===== config.mk =====
export PLATFORM = sky130hd
export DESIGN_NAME = fifo1_enq_arbiter_flat
export DESIGN_NICKNAME = d
export VERILOG_FILES = /design/src/rtl/fifo1_enq_arbiter_if.sv /design/src/rtl/fifo1_enq_arbiter.sv /design/src/flat_wrapper.sv
export SDC_FILE = /design/constraint.sdc
export NUM_CORES = 1
export LEC_CHECK = 0
export BUFFER_PORTS_ARGS = -buffer_cell sky130_fd_sc_hd__buf_2
export CORE_MARGIN = 2
export CORE_UTILIZATION = 46
export DETAILED_ROUTE_END_ITERATION = 12
export PLACE_DENSITY_LB_ADDON = 0.1
export SYNTH_ARGS = -nofsm -noshare
export SYNTH_HDL_FRONTEND = slang
export SYNTH_SLANG_ARGS = --single-unit

===== constraint.sdc =====
create_clock -name CLK -period 3.6 [get_ports CLK]
set_clock_uncertainty 0.15 [all_clocks]
set_input_delay 0.36 -clock CLK [delete_from_list [all_inputs] [get_ports CLK]]
set_output_delay 0.36 -clock CLK [all_outputs]
set_load 0.01 [all_outputs]

===== src/rtl/fifo1_enq_arbiter_if.sv =====
// Enq handshake bundle between NREQ requesters, the arbiter and a one-element FIFO.
//   slave  : arbiter side (takes requests, drives RDY and the FIFO enq port)
//   master : environment side (drives requests and FIFO readiness)
// Signals:
//   req__VALID/req__ENA [NREQ]  : per-requester has-data / fire
//   req_v [NREQ*DATA_WIDTH]     : per-requester payload, slice i at i*DATA_WIDTH
//   req__RDY [NREQ]             : per-requester may-fire (one-hot or zero)
//   out_enq__RDY                : FIFO not full
//   out_enq__ENA/out_enq_v      : enq fire and payload toward the FIFO
//   out_tag [TAG_W]             : index of the granted requester
interface fifo1_enq_arbiter_if #(
  parameter int unsigned NREQ       = 4,
  parameter int unsigned TAG_W      = 2,
  parameter int unsigned DATA_WIDTH = 32
);
  logic [NREQ-1:0]            req__VALID;
  logic [NREQ-1:0]            req__ENA;
  logic [NREQ*DATA_WIDTH-1:0] req_v;
  logic [NREQ-1:0]            req__RDY;
  logic                       out_enq__RDY;
  logic                       out_enq__ENA;
  logic [DATA_WIDTH-1:0]      out_enq_v;
  logic [TAG_W-1:0]           out_tag;

  modport slave (
    input  req__VALID, req__ENA, req_v, out_enq__RDY,
    output req__RDY, out_enq__ENA, out_enq_v, out_tag
  );

  modport master (
    output req__VALID, req__ENA, req_v, out_enq__RDY,
    input  req__RDY, out_enq__ENA, out_enq_v, out_tag
  );
endinterface


===== src/rtl/fifo1_enq_arbiter.sv =====
// Round-robin arbiter sharing one FIFO enq method between NREQ requesters,
// with optional burst lock, saturating per-requester grant counters and a
// sticky protocol-error flag.
// Ports:
//   CLK, nRST    : clock, synchronous active-low reset
//   bus          : request/enq handshake bundle (slave side)
//   stat_clear   : clear all grant counters on the next edge
//   stat_sel     : counter selector for stat_count
//   stat_count   : registered grant count of requester stat_sel (0 if out of range)
//   proto_err    : sticky, set when an ENA arrives without its RDY
module fifo1_enq_arbiter #(
  parameter int unsigned NREQ       = 4,
  parameter int unsigned TAG_W      = 2,
  parameter int unsigned DATA_WIDTH = 32,
  parameter int unsigned BURST      = 1,
  parameter int unsigned CNT_WIDTH  = 16
) (
  input  logic                 CLK,
  input  logic                 nRST,
  fifo1_enq_arbiter_if.slave   bus,
  input  logic                 stat_clear,
  input  logic [TAG_W-1:0]     stat_sel,
  output logic [CNT_WIDTH-1:0] stat_count,
  output logic                 proto_err
);

  localparam int unsigned BCNT_W = (BURST < 2) ? 1 : $clog2(BURST + 1);
  localparam int unsigned SUM_W  = TAG_W + 1;

  typedef enum logic {
    ARB  = 1'b0,
    HOLD = 1'b1
  } state_t;

  state_t               r_state;
  state_t               w_state_nxt;
  logic [TAG_W-1:0]     r_ptr;
  logic [TAG_W-1:0]     w_ptr_nxt;
  logic [TAG_W-1:0]     r_owner;
  logic [TAG_W-1:0]     w_owner_nxt;
  logic [BCNT_W-1:0]    r_bcnt;
  logic [BCNT_W-1:0]    w_bcnt_nxt;
  logic [CNT_WIDTH-1:0] r_cnt [NREQ];
  logic [CNT_WIDTH-1:0] r_stat_count;
  logic                 r_proto_err;

  logic [TAG_W-1:0]     w_grant;
  logic [SUM_W-1:0]     w_sum;
  logic [NREQ-1:0]      w_rdy;
  logic                 w_any_valid;
  logic                 w_hold_eff;
  logic                 w_xfer;
  logic                 w_err;

  // Burst lock only applies while the owner still has data.
  assign w_hold_eff  = (r_state == HOLD) && bus.req__VALID[r_owner];
  assign w_any_valid = |bus.req__VALID;

  // Grant select: owner during a live burst, otherwise first VALID from ptr.
  // Scanning downward lets the lowest offset from ptr win without a found flag.
  always_comb begin
    w_grant = '0;
    w_sum   = '0;
    if (w_hold_eff) begin
      w_grant = r_owner;
    end else begin
      for (int k = int'(NREQ) - 1; k >= 0; k--) begin
        w_sum = {1'b0, r_ptr} + SUM_W'(k);
        if (w_sum >= SUM_W'(NREQ)) begin
          w_sum = w_sum - SUM_W'(NREQ);
        end
        if (bus.req__VALID[w_sum[TAG_W-1:0]]) begin
          w_grant = w_sum[TAG_W-1:0];
        end
      end
    end
  end

  // Handshake: RDY is one-hot on the grant and never looks at ENA.
  always_comb begin
    w_rdy = '0;
    if (nRST && bus.out_enq__RDY && w_any_valid) begin
      w_rdy[w_grant] = 1'b1;
    end
  end

  assign w_xfer = |(bus.req__ENA & w_rdy);
  assign w_err  = |(bus.req__ENA & ~w_rdy);

  assign bus.req__RDY    = w_rdy;
  assign bus.out_enq__ENA = w_xfer;
  assign bus.out_tag     = nRST ? w_grant : '0;
  assign bus.out_enq_v   = nRST ? bus.req_v[32'(w_grant) * DATA_WIDTH +: DATA_WIDTH] : '0;

  // Arbitration state register.
  always_ff @(posedge CLK) begin
    if (!nRST) begin
      r_state <= ARB;
      r_ptr   <= '0;
      r_owner <= '0;
      r_bcnt  <= '0;
    end else begin
      r_state <= w_state_nxt;
      r_ptr   <= w_ptr_nxt;
      r_owner <= w_owner_nxt;
      r_bcnt  <= w_bcnt_nxt;
    end
  end

  // Next-state: everything freezes while the FIFO is full.
  always_comb begin
    w_state_nxt = r_state;
    w_ptr_nxt   = r_ptr;
    w_owner_nxt = r_owner;
    w_bcnt_nxt  = r_bcnt;
    if (bus.out_enq__RDY) begin
      // Owner ran dry: release the lock; this cycle's grant is already round-robin.
      if ((r_state == HOLD) && !w_hold_eff) begin
        w_state_nxt = ARB;
        w_bcnt_nxt  = '0;
      end
      if (w_xfer) begin
        w_ptr_nxt = (w_grant == TAG_W'(NREQ - 1)) ? '0 : w_grant + TAG_W'(1);
        if (w_hold_eff) begin
          if (r_bcnt == BCNT_W'(BURST - 1)) begin
            w_state_nxt = ARB;
            w_bcnt_nxt  = '0;
          end else begin
            w_bcnt_nxt = r_bcnt + BCNT_W'(1);
          end
        end else if (BURST > 1) begin
          w_state_nxt = HOLD;
          w_owner_nxt = w_grant;
          w_bcnt_nxt  = BCNT_W'(1);
        end
      end
    end
  end

  // Grant counters: clear beats a same-cycle transfer; increments saturate.
  always_ff @(posedge CLK) begin
    if (!nRST) begin
      for (int i = 0; i < int'(NREQ); i++) begin
        r_cnt[i] <= '0;
      end
    end else begin
      for (int i = 0; i < int'(NREQ); i++) begin
        if (stat_clear) begin
          r_cnt[i] <= '0;
        end else if (w_xfer && (w_grant == TAG_W'(i)) && (r_cnt[i] != '1)) begin
          r_cnt[i] <= r_cnt[i] + CNT_WIDTH'(1);
        end
      end
    end
  end

  // Statistic readout and sticky protocol error.
  always_ff @(posedge CLK) begin
    if (!nRST) begin
      r_stat_count <= '0;
      r_proto_err  <= 1'b0;
    end else begin
      r_stat_count <= (32'(stat_sel) < NREQ) ? r_cnt[stat_sel] : '0;
      r_proto_err  <= r_proto_err | w_err;
    end
  end

  assign stat_count = r_stat_count;
  assign proto_err  = r_proto_err;

endmodule


===== src/flat_wrapper.sv =====
// flat-port wrapper written by rule: the top's interface ports become plain ports
module fifo1_enq_arbiter_flat 
#(
  parameter int unsigned NREQ       = 4,
  parameter int unsigned TAG_W      = 2,
  parameter int unsigned DATA_WIDTH = 32,
  parameter int unsigned BURST      = 1,
  parameter int unsigned CNT_WIDTH  = 16
)
  (CLK, nRST, stat_clear, stat_sel, stat_count, proto_err, bus_req__VALID, bus_req__ENA, bus_req_v, bus_out_enq__RDY, bus_req__RDY, bus_out_enq__ENA, bus_out_enq_v, bus_out_tag);
  fifo1_enq_arbiter_if #(.NREQ(NREQ), .TAG_W(TAG_W), .DATA_WIDTH(DATA_WIDTH)) bus_i ();
  input  logic CLK;
  input  logic nRST;
  input  logic stat_clear;
  input  logic [TAG_W-1:0] stat_sel;
  output logic [CNT_WIDTH-1:0] stat_count;
  output logic proto_err;
  input wire logic [$bits(bus_i.req__VALID)-1:0] bus_req__VALID;
  input wire logic [$bits(bus_i.req__ENA)-1:0] bus_req__ENA;
  input wire logic [$bits(bus_i.req_v)-1:0] bus_req_v;
  input wire logic [$bits(bus_i.out_enq__RDY)-1:0] bus_out_enq__RDY;
  output wire logic [$bits(bus_i.req__RDY)-1:0] bus_req__RDY;
  output wire logic [$bits(bus_i.out_enq__ENA)-1:0] bus_out_enq__ENA;
  output wire logic [$bits(bus_i.out_enq_v)-1:0] bus_out_enq_v;
  output wire logic [$bits(bus_i.out_tag)-1:0] bus_out_tag;
  assign bus_i.req__VALID = bus_req__VALID;
  assign bus_i.req__ENA = bus_req__ENA;
  assign bus_i.req_v = bus_req_v;
  assign bus_i.out_enq__RDY = bus_out_enq__RDY;
  assign bus_req__RDY = bus_i.req__RDY;
  assign bus_out_enq__ENA = bus_i.out_enq__ENA;
  assign bus_out_enq_v = bus_i.out_enq_v;
  assign bus_out_tag = bus_i.out_tag;
  fifo1_enq_arbiter #(.NREQ(NREQ), .TAG_W(TAG_W), .DATA_WIDTH(DATA_WIDTH), .BURST(BURST), .CNT_WIDTH(CNT_WIDTH)) u_core (.CLK(CLK), .nRST(nRST), .bus(bus_i), .stat_clear(stat_clear), .stat_sel(stat_sel), .stat_count(stat_count), .proto_err(proto_err));
endmodule

==> flow_summary.toml <==
[floorplanning]
io_pins = 198
dieArea_mm2 = 0.0129
die_h_um = 113
dieWidth_um = 113
start_util = 0.476
row_count = 39
core_area_mm2 = 0.0116

[yosys]
yosysMostFrequentCell = "nor2_1"
avgSynthCellArea_um2 = 10.3
synth_edf_count = 64
async_reset_ff_frac = 0
synth.top_cell.area_share = 0.349
ys.flop_type = "edfxtp_1"
synth_warnings = 0
syn_area_mm2 = 0.00551
synth_top_area_cell = "edfxtp_1"
synth_area_leaders = "edfxtp_1 35%, mux2i_1 12%, dfxtp_1 7.6%, mux4_2 6.5%, xor2_1 6.2%"
ys_top_cells_by_count = "76 x nor2_1, 64 x edfxtp_1, 64 x mux2i_1, 44 x nand2_1, 39 x xor2_1"
ys_types = 42
syn_nets = 684
syn_inst = 534
synth-seq-cells = 85
yosysSeqAreaShare = 0.425

[setup_path]
cp_max_fo = 65
end_kind = "primary output"
cp_cell_sequence = "nor4_1 > a2111oi_2 > o211ai_1 > buf_4 > mux2i_1 > o22ai_1 > buf_2"
crit_type = "flip-flop to primary output"
critPathLaunchType = "flip-flop"
slowest_delay_ps = 830
critPathRequiredTime_ps = 3090
worstPathArrival_ps = 2910
critical_path.slowest_cell = "buf_4"

[grt]
grt_max_degree = 66
grt_pass1_vias = 4720
antenna_found_initial = 0
grt_overflow = 0
grt_pass1_wl_um = 23700
grt.total_usage = 0.234

[clock_network]
cts-buffers-inserted = 9
htreeDepth = 3
hold_buffers = 0
clockRootBuffer = "clkbuf_16"
path_clk_slew_ps = 70
clock_sinks = 85
tritoncts = "built"
postCtsSetupBuffers = 0
cts_buffer_depth = 2
clock_latency_ps = 340
cts_resized = 0

[placement]
dpl.hpwl_um = 11900
place_area_mm2 = 0.00661
dp_cells = 854
gp_congestion = 0.891
io_buffers = 197

[timing]
final_max_slew_viol_count = 0
setup_viol = 0
hold_viol_final = 0
tns_ps = 0
max_slew_margin = 0.323
worstMarginPinSlew_ps = 1020
fmax_mhz = 292
rsz0062_at_grt = "false"
layout_min_cycle_time_ps = 3420
post-route-period-util = 0.951

[detailed_routing]
wl_per_cell_um = 17.6
drc = 0
drtPass1Iterations = 5
vias = 4823
via_per_inst = 5.54
drt-initial-drc-count = 430
drtAntennaViolNets = 0
routed_wl_um = 15300

[layout]
layout-drive-gt1-share = 0.341
design_area_mm2 = 0.00691
area_delta_synth_final_pct = 25.5
final_cells = 870
fin_util = 0.597
nNetsFinal = 872
n_antenna_cell = 0

[pwr]
p_per_area_mw_per_mm2 = 371
vdd_drop_max_mv = 0.239
p_leak_nw = 3.20
finalPower_mw = 2.56

[hold_path]
hp-class = "primary input to flip-flop"

[flow_run]
drv_cap = 0

[status]
status = "finished, final reports clean"
## cells in the final DEF (no fill, tap or decap), types with 9 or more instances in the layout
master     instances
buf_2            197
nor2_1            76
mux2i_1           64
edfxtp_1          64
nand2_1           40
xor2_1            39
o22ai_1           33
nand3_1           21
dfxtp_1           21
inv_1             18
and2_1            18
mux4_2            16
xnor2_1           14
and3_1            11
nand4_1           11
clkbuf_16          9
## critical path: cells and delay by family (launching register included)
kind                   cells  cell delay [ps]
multiplexers               1              410
AND/OR/NAND/NOR            1              380
flip-flops                 1              370
AO/OA/AOI/OAI              3              390
buffers and inverters      2              980
## final cells by class
type / instances / area [um2]
tap: 143 / 179
timing repair buffer: 205 / 1050
clock buffer: 9 / 225
fill: 1005 / 4660
multi-input combinational: 403 / 2970
inverter: 18 / 67.6
sequential: 85 / 2340
clock inverter: 7 / 73.8
## state kept, by name, indices dropped and copies added, names as in the netlist
signal             count
u_core.r_ptr           2
u_core.stat_count     16
u_core.r_bcnt          1
u_core.r_state         1
u_core.proto_err       1
u_core.r_cnt          64
## layer usage
layer,share of wire,track usage,up-vias
li1,-,-,2322
met1,0.41,0.313,2293
met2,0.51,0.397,191
met3,0.071,0.0473,17
met4,0.011,0.0488,0
met5,0,0,-
## where the power goes
group	internal, mW	switching, mW	total, mW
registers	1.10	0.0536	1.15
logic	0.234	0.248	0.481
clock network	0.541	0.389	0.930
## worst paths after layout
kind / startpoint / end / slack, ps / cells past startpoint
setup / recovery: u_core.r_ptr[0] / bus_out_enq_v[20] / 180 / 7
hold reg to reg: u_core.r_bcnt / u_core.r_bcnt / 290 / 2
hold / removal: bus_out_enq__RDY / u_core.r_state / 70 / 2
setup reg to reg: u_core.r_ptr[1] / u_core.r_cnt[3][6] / 290 / 10
## cell families after synthesis
logic type	Yosys count	share of synthesized area
simple gates	201	0.172
flops	85	0.425
mux	80	0.182
compound gates	61	0.0798
xor+xnor	53	0.0843
buf+inv	46	0.0389
fa+ha+maj	8	0.0182
## through the flow
stage | hold slack (ps) | setup slack, ps
floorplan | 259 | 50.6
global route | 80.4 | 23.2
finish | 67.9 | 176
detailed placement | 281 | 194
global placement | 271 | 288
CTS | 66.2 | 131
Note: power is estimated with default switching activity, not from simulation.
